File: src/rtl/hazard_scoreboard_if.sv
// ID-stage interlock bus between the decoder/pipeline control and the
// per-register hazard scoreboard.
interface hazard_scoreboard_if #(
    parameter int unsigned NREGS  = 32,
    parameter int unsigned REG_AW = 5
);

    // Decoded instruction currently held in ID
    logic              id_valid;
    logic [REG_AW-1:0] id_rs;
    logic [REG_AW-1:0] id_rt;
    logic              id_use_rs;
    logic              id_use_rt;
    logic              id_wr_en;
    logic [REG_AW-1:0] id_wr_addr;
    logic              id_is_load;
    logic              id_is_branch;
    logic              flush;

    // Interlock decisions back to the pipeline-register enables
    logic              stall;
    logic              stall_data;
    logic              stall_ctrl;
    logic              issue;
    logic [NREGS-1:0]  pending;

    // Decoder / pipeline-control side
    modport master (
        output id_valid, id_rs, id_rt, id_use_rs, id_use_rt,
               id_wr_en, id_wr_addr, id_is_load, id_is_branch, flush,
        input  stall, stall_data, stall_ctrl, issue, pending
    );

    // Scoreboard side
    modport slave (
        input  id_valid, id_rs, id_rt, id_use_rs, id_use_rt,
               id_wr_en, id_wr_addr, id_is_load, id_is_branch, flush,
        output stall, stall_data, stall_ctrl, issue, pending
    );

endinterface

File: src/rtl/hazard_scoreboard.sv
// Per-register RAW interlock with branch-shadow bubbles. One countdown per
// architectural register replaces the old global countdown; the ID stage is
// held only while a source register still has cycles outstanding.
module hazard_scoreboard #(
    parameter int unsigned NREGS      = 32,
    parameter int unsigned REG_AW     = 5,
    parameter int unsigned FWD_EN     = 1,
    parameter int unsigned WB_STALL   = 3,
    parameter int unsigned LOAD_STALL = 1,
    parameter int unsigned BR_BUBBLES = 2
) (
    input  logic                 clk,
    input  logic                 rst_n,
    hazard_scoreboard_if.slave   bus
);

    localparam int unsigned MAX_STALL = (WB_STALL > LOAD_STALL) ? WB_STALL : LOAD_STALL;
    localparam int unsigned CNT_W     = (MAX_STALL == 0) ? 1 : $clog2(MAX_STALL + 1);
    localparam int unsigned SH_W      = (BR_BUBBLES == 0) ? 1 : $clog2(BR_BUBBLES + 1);

    // Counter load values: without forwarding every producer waits for writeback
    localparam logic [CNT_W-1:0] LOAD_VAL = (FWD_EN != 0) ? CNT_W'(LOAD_STALL) : CNT_W'(WB_STALL);
    localparam logic [CNT_W-1:0] ALU_VAL  = (FWD_EN != 0) ? CNT_W'(0)          : CNT_W'(WB_STALL);
    localparam logic [SH_W-1:0]  SH_VAL   = SH_W'(BR_BUBBLES);

    logic [CNT_W-1:0] cnt_q [NREGS];
    logic [CNT_W-1:0] cnt_d [NREGS];
    logic [SH_W-1:0]  sh_q;
    logic [SH_W-1:0]  sh_d;

    logic [NREGS-1:0] pend;
    logic             rs_busy;
    logic             rt_busy;
    logic             stall_data_c;
    logic             stall_ctrl_c;
    logic             stall_c;
    logic             issue_c;
    logic             wr_hit_c;

    // Busy lookup; r0 and addresses >= NREGS never match
    always_comb begin
        pend    = '0;
        rs_busy = 1'b0;
        rt_busy = 1'b0;
        for (int unsigned r = 1; r < NREGS; r++) begin
            pend[r] = (cnt_q[r] != '0);
            if (bus.id_rs == REG_AW'(r) && pend[r]) begin
                rs_busy = 1'b1;
            end
            if (bus.id_rt == REG_AW'(r) && pend[r]) begin
                rt_busy = 1'b1;
            end
        end
    end

    // Stall decision from current counter state (zero added latency)
    always_comb begin
        stall_data_c = bus.id_valid & ((bus.id_use_rs & rs_busy) | (bus.id_use_rt & rt_busy));
        stall_ctrl_c = (sh_q != '0);
        stall_c      = stall_data_c | stall_ctrl_c;
        issue_c      = bus.id_valid & ~stall_c & rst_n;
        wr_hit_c     = issue_c & bus.id_wr_en;
    end

    assign bus.stall      = stall_c;
    assign bus.stall_data = stall_data_c;
    assign bus.stall_ctrl = stall_ctrl_c;
    assign bus.issue      = issue_c;
    assign bus.pending    = pend;

    // Next counter state: flush > issue load > free-running decrement
    always_comb begin
        for (int unsigned r = 0; r < NREGS; r++) begin
            cnt_d[r] = '0;
        end
        sh_d = '0;
        if (!bus.flush) begin
            for (int unsigned r = 1; r < NREGS; r++) begin
                cnt_d[r] = (cnt_q[r] != '0) ? cnt_q[r] - CNT_W'(1) : '0;
                // Newest writer wins outright, so WAW never extends a stall
                if (wr_hit_c && bus.id_wr_addr == REG_AW'(r)) begin
                    cnt_d[r] = bus.id_is_load ? LOAD_VAL : ALU_VAL;
                end
            end
            sh_d = (sh_q != '0) ? sh_q - SH_W'(1) : '0;
            if (issue_c && bus.id_is_branch) begin
                sh_d = SH_VAL;
            end
        end
    end

    // Counter and shadow registers
    always_ff @(posedge clk or negedge rst_n) begin
        if (!rst_n) begin
            for (int unsigned r = 0; r < NREGS; r++) begin
                cnt_q[r] <= '0;
            end
            sh_q <= '0;
        end else begin
            for (int unsigned r = 0; r < NREGS; r++) begin
                cnt_q[r] <= cnt_d[r];
            end
            sh_q <= sh_d;
        end
    end

endmodule
File: src/flat_wrapper.sv
// flat-port wrapper written by rule: the top's interface ports become plain ports
module hazard_scoreboard_flat 
#(
    parameter int unsigned NREGS      = 32,
    parameter int unsigned REG_AW     = 5,
    parameter int unsigned FWD_EN     = 1,
    parameter int unsigned WB_STALL   = 3,
    parameter int unsigned LOAD_STALL = 1,
    parameter int unsigned BR_BUBBLES = 2
)
  (clk, rst_n, bus_id_valid, bus_id_rs, bus_id_rt, bus_id_use_rs, bus_id_use_rt, bus_id_wr_en, bus_id_wr_addr, bus_id_is_load, bus_id_is_branch, bus_flush, bus_stall, bus_stall_data, bus_stall_ctrl, bus_issue, bus_pending);
  hazard_scoreboard_if #(.NREGS(NREGS), .REG_AW(REG_AW)) bus_i ();
  input  logic clk;
  input  logic rst_n;
  input wire logic [$bits(bus_i.id_valid)-1:0] bus_id_valid;
  input wire logic [$bits(bus_i.id_rs)-1:0] bus_id_rs;
  input wire logic [$bits(bus_i.id_rt)-1:0] bus_id_rt;
  input wire logic [$bits(bus_i.id_use_rs)-1:0] bus_id_use_rs;
  input wire logic [$bits(bus_i.id_use_rt)-1:0] bus_id_use_rt;
  input wire logic [$bits(bus_i.id_wr_en)-1:0] bus_id_wr_en;
  input wire logic [$bits(bus_i.id_wr_addr)-1:0] bus_id_wr_addr;
  input wire logic [$bits(bus_i.id_is_load)-1:0] bus_id_is_load;
  input wire logic [$bits(bus_i.id_is_branch)-1:0] bus_id_is_branch;
  input wire logic [$bits(bus_i.flush)-1:0] bus_flush;
  output wire logic [$bits(bus_i.stall)-1:0] bus_stall;
  output wire logic [$bits(bus_i.stall_data)-1:0] bus_stall_data;
  output wire logic [$bits(bus_i.stall_ctrl)-1:0] bus_stall_ctrl;
  output wire logic [$bits(bus_i.issue)-1:0] bus_issue;
  output wire logic [$bits(bus_i.pending)-1:0] bus_pending;
  assign bus_i.id_valid = bus_id_valid;
  assign bus_i.id_rs = bus_id_rs;
  assign bus_i.id_rt = bus_id_rt;
  assign bus_i.id_use_rs = bus_id_use_rs;
  assign bus_i.id_use_rt = bus_id_use_rt;
  assign bus_i.id_wr_en = bus_id_wr_en;
  assign bus_i.id_wr_addr = bus_id_wr_addr;
  assign bus_i.id_is_load = bus_id_is_load;
  assign bus_i.id_is_branch = bus_id_is_branch;
  assign bus_i.flush = bus_flush;
  assign bus_stall = bus_i.stall;
  assign bus_stall_data = bus_i.stall_data;
  assign bus_stall_ctrl = bus_i.stall_ctrl;
  assign bus_issue = bus_i.issue;
  assign bus_pending = bus_i.pending;
  hazard_scoreboard #(.NREGS(NREGS), .REG_AW(REG_AW), .FWD_EN(FWD_EN), .WB_STALL(WB_STALL), .LOAD_STALL(LOAD_STALL), .BR_BUBBLES(BR_BUBBLES)) u_core (.clk(clk), .rst_n(rst_n), .bus(bus_i));
endmodule
File: config.mk
export PLATFORM = sky130hd
export DESIGN_NAME = hazard_scoreboard_flat
export DESIGN_NICKNAME = d
export VERILOG_FILES = /design/src/rtl/hazard_scoreboard_if.sv /design/src/rtl/hazard_scoreboard.sv /design/src/flat_wrapper.sv
export SDC_FILE = /design/constraint.sdc
export NUM_CORES = 1
export LEC_CHECK = 0
export CAP_MARGIN = 20
export CELL_PAD_IN_SITES_DETAIL_PLACEMENT = 1
export CELL_PAD_IN_SITES_GLOBAL_PLACEMENT = 1
export CORE_MARGIN = 5
export CORE_UTILIZATION = 42
export DETAILED_ROUTE_END_ITERATION = 16
export GPL_TIMING_DRIVEN = 0
export PLACE_DENSITY_LB_ADDON = 0.1
export SLEW_MARGIN = 20
export SYNTH_ARGS = -nofsm -noshare
export SYNTH_HDL_FRONTEND = slang
export SYNTH_SLANG_ARGS = --single-unit
File: constraint.sdc
create_clock -name clk -period 3.2 [get_ports clk]
set_clock_uncertainty 0.15 [all_clocks]
set_input_delay 0.48 -clock clk [delete_from_list [all_inputs] [get_ports clk]]
set_output_delay 0.48 -clock clk [all_outputs]
set_load 0.01 [all_outputs]
==> impl_results.md <==
* Worst setup SP type: flop
* Cell taking the most area after synthesis: dfrtp_1
* Proportion of layout cells with a drive suffix above 1 at 0.209
* Reg clk slew, reported paths at 0.08 ns
* Synth Cell Area at 4250 um^2
* Nets@finish at 592
* Cell family with most CP delay: compound AO/OA/AOI/OAI gates
* CP Class: flop to output port
* Placed instance count at 670
* GPL Wtd Cong at 0.900
* CP max FO at 5
* Non-filler cells, final at 706
* Critical Path AT at 2.53 ns
* Critical path cell sequence: or2_4 -> a32oi_2 -> nand3_1 -> a211o_1 -> o221ai_4 -> and3_4 -> buf_12 -> nor2_2 -> buf_2
* Cell count after synthesis at 481
* Seq/Total Area, Yosys at 0.377
* Final setup violation count at 0
* Grt total ovfl at 0
* IO buf count at 55
* Vias in the first global route at 4454
* Pleak at 0.00263 uW
* Top cell type's share of synthesized area at 0.377
* Clk sinks at 64
* Area delta synth->final at 29.7%
* Crit. End Element: output port
* Slew @ Worst Pin at 0.767 ns
* Max_cap viols at 0
* Clock root buffer: clkbuf_8
* Initial core utilization at 0.433
* Fmax at 317 MHz
* Initial drt markers at 180
* Wire length per cell at 21.7 um
* Cts bufs inserted at 9
* Status: completed
* Die extent in x at 111 um
* Synth area leaders: dfrtp_1 (38%), mux2i_1 (7.3%), nor2_1 (4.8%)
* Vias/cell at 5.80
* Ys async rst share at 1.00
* Drc violations at 0
* Synth Register Bits at 64
* Core area at 9820 um^2
* Design area at 5510 um^2
* Final Slew Violations at 0
* H-tree levels at 3
* Pin count of the biggest net entering global routing at 60
* Syn. warnings at 0
* FP Rows at 36
* Max VDD drop at 0.248 mV
* Clock Path Buffers at 2
* Rel. slew slack at 0.484
* DR vias at 4093
* Final Hold Fails at 0
* Total power at 1980 uW
* Critical path data required time at 2.57 ns
* Setup TNS at 0 ns
* Inserted Diodes at 0
* Number of primary I/O pins at 60
* Routed wire length at 15.3 mm
* Final min period at 3.16 ns
* Commonest cells post-synth: dfrtp_1 (64), nor2_1 (54), inv_1 (38)
* Die H at 111 um
* Latest clock arrival within the worst-skew pair at 0.35 ns
* First-pass GRT wire length at 24.3 mm
* Top_reg_cell synth: dfrtp_1
* 1st-pass router iterations at 5
* Post-DP Area at 4990 um^2
* Period utilisation layout at 0.986
* Worst hold-check path type: flop to flop
* Final Util at 0.561
* Hpwl dp at 11.5 mm
* CTS tree: yes
* Yosys cell types at 63
* Net Count, Synth at 505
* Slowest cell delay on critical path at 0.41 ns
* Aggregate global-route resource usage at 0.250
* Post-route ant nets at 0
* Post-synth EDFFs at 0
* Mean Syn Cell Area at 8.84 um^2
* Cell with the most instances after synthesis: dfrtp_1
* WP buf/inv at 2
* Antenna violations before repair at 0
* Power Dens Cells at 359 nW/um^2
* Fillcell total at 1194
* Die footprint at 12200 um^2
* Cell with the largest stage delay on the worst path: dfrtp_1
[where the power goes]
| group | switching [uW] | internal (uW) | total, uW |
|---|---|---|---|
| sequential | 0.622 | 809 | 809 |
| combinational | 168 | 106 | 274 |
| clock | 350 | 543 | 893 |
[stage by stage]
stage,hold slack [ns],worst slack [ns]
3_5_place_dp,0.161,-0.910
5_1_grt,0.344,-0.0608
2_1_floorplan,0.0344,0.471
4_1_cts,0.315,-0.0362
3_3_place_gp,0.290,-1.94
6_report,0.312,0.0447
[routing by layer]
layer  global-route usage  up-vias  share of wire  wire length, um
li1                     -     1883              -                -
met1                0.325     2054           0.44             6730
met5                    0        -              0                0
met2                0.407      129           0.48             7360
met4                0.109        0          0.033              510
met3               0.0470       27          0.047              725
[state kept, by name, summed over array words and instances (netlist names)]
register and count:
u_core.sh_q 2, u_core.cnt_q 62
[cell families after synthesis]
family	after synthesis	synth area share
AND/OR/NAND/NOR	247	0.327
buffers and inverters	72	0.0874
flip-flops	64	0.377
AO/OA/AOI/OAI	66	0.135
other	1	0.000882
multiplexers	31	0.0730
[path summary, 6_finish.rpt]
path,start,depth (start not counted),slack (ns),to
max,u_core.cnt_q[31]$_DFF_PN0_,9,0.04,bus_stall_data
min,u_core.sh_q[0]$_DFF_PN0_,1,0.31,u_core.sh_q[0]$_DFF_PN0_
min in group asynchronous,rst_n,2,0.34,u_core.cnt_q[12]$_DFF_PN0_
max reg2reg,u_core.cnt_q[31]$_DFF_PN0_,10,0.42,u_core.cnt_q[57]$_DFF_PN0_
max in group asynchronous,rst_n,3,2.04,u_core.cnt_q[17]$_DFF_PN0_
min reg2reg,u_core.sh_q[0]$_DFF_PN0_,1,0.31,u_core.sh_q[0]$_DFF_PN0_
[what timing repair did]
| item | in CTS | in global routing |
|---|---|---|
| setup endpoints to repair | 3 | 4 |
| cloned | 0 | 0 |
| hold buffers | 1 | 0 |
| setup buffers | 16 | 4 |
| resized for setup | 32 | 22 |
| hold endpoints to repair | 6 | 0 |
| pin swaps | 9 | 10 |
[layout by cell type, fill, tap and decap left out, drive strengths merged, types with 2 or more instances in the layout]
| cell type | count |
|---|---|
| nand2b | 19 |
| o32ai | 2 |
| mux2i | 31 |
| a2111oi | 4 |
| and3 | 18 |
| nor3b | 2 |
| o211ai | 3 |
| bufinv | 3 |
| a211oi | 5 |
| nor2 | 56 |
| nand4 | 19 |
| nor2b | 9 |
| nand3 | 36 |
| or2 | 10 |
| clkinv | 2 |
| clkdlybuf4s50 | 46 |
| a21oi | 16 |
| nor4b | 2 |
| o22ai | 5 |
| nand2 | 23 |
| o21ai | 13 |
| nand3b | 12 |
| nor3 | 15 |
| nor4 | 7 |
| dlymetal6s2s | 2 |
| o221ai | 4 |
| inv | 40 |
| clkbuf | 22 |
| and4 | 16 |
| a31oi | 3 |
| dfrtp | 64 |
| buf | 45 |
| a211o | 2 |
[worst register-to-register path, delay by kind of cell (launching register included)]
kind | cells | cell delay (ns)
AND/OR/NAND/NOR | 4 | 0.83
buffers and inverters | 3 | 0.46
AO/OA/AOI/OAI | 3 | 0.80
flip-flops | 1 | 0.41
[area by class of cell]
type | count | area (um^2) | share of cell area
multi-input cells | 345 | 2390 | 0.434
flip-flops and latches | 64 | 1600 | 0.291
repair buffers | 77 | 721 | 0.131
plain buffers | 31 | 228 | 0.0413
well taps | 133 | 166 | 0.0302
inverters | 40 | 150 | 0.0272
clock buffers | 10 | 138 | 0.0250
clock inverters | 6 | 115 | 0.0209
(Power assumes the default switching activity.)
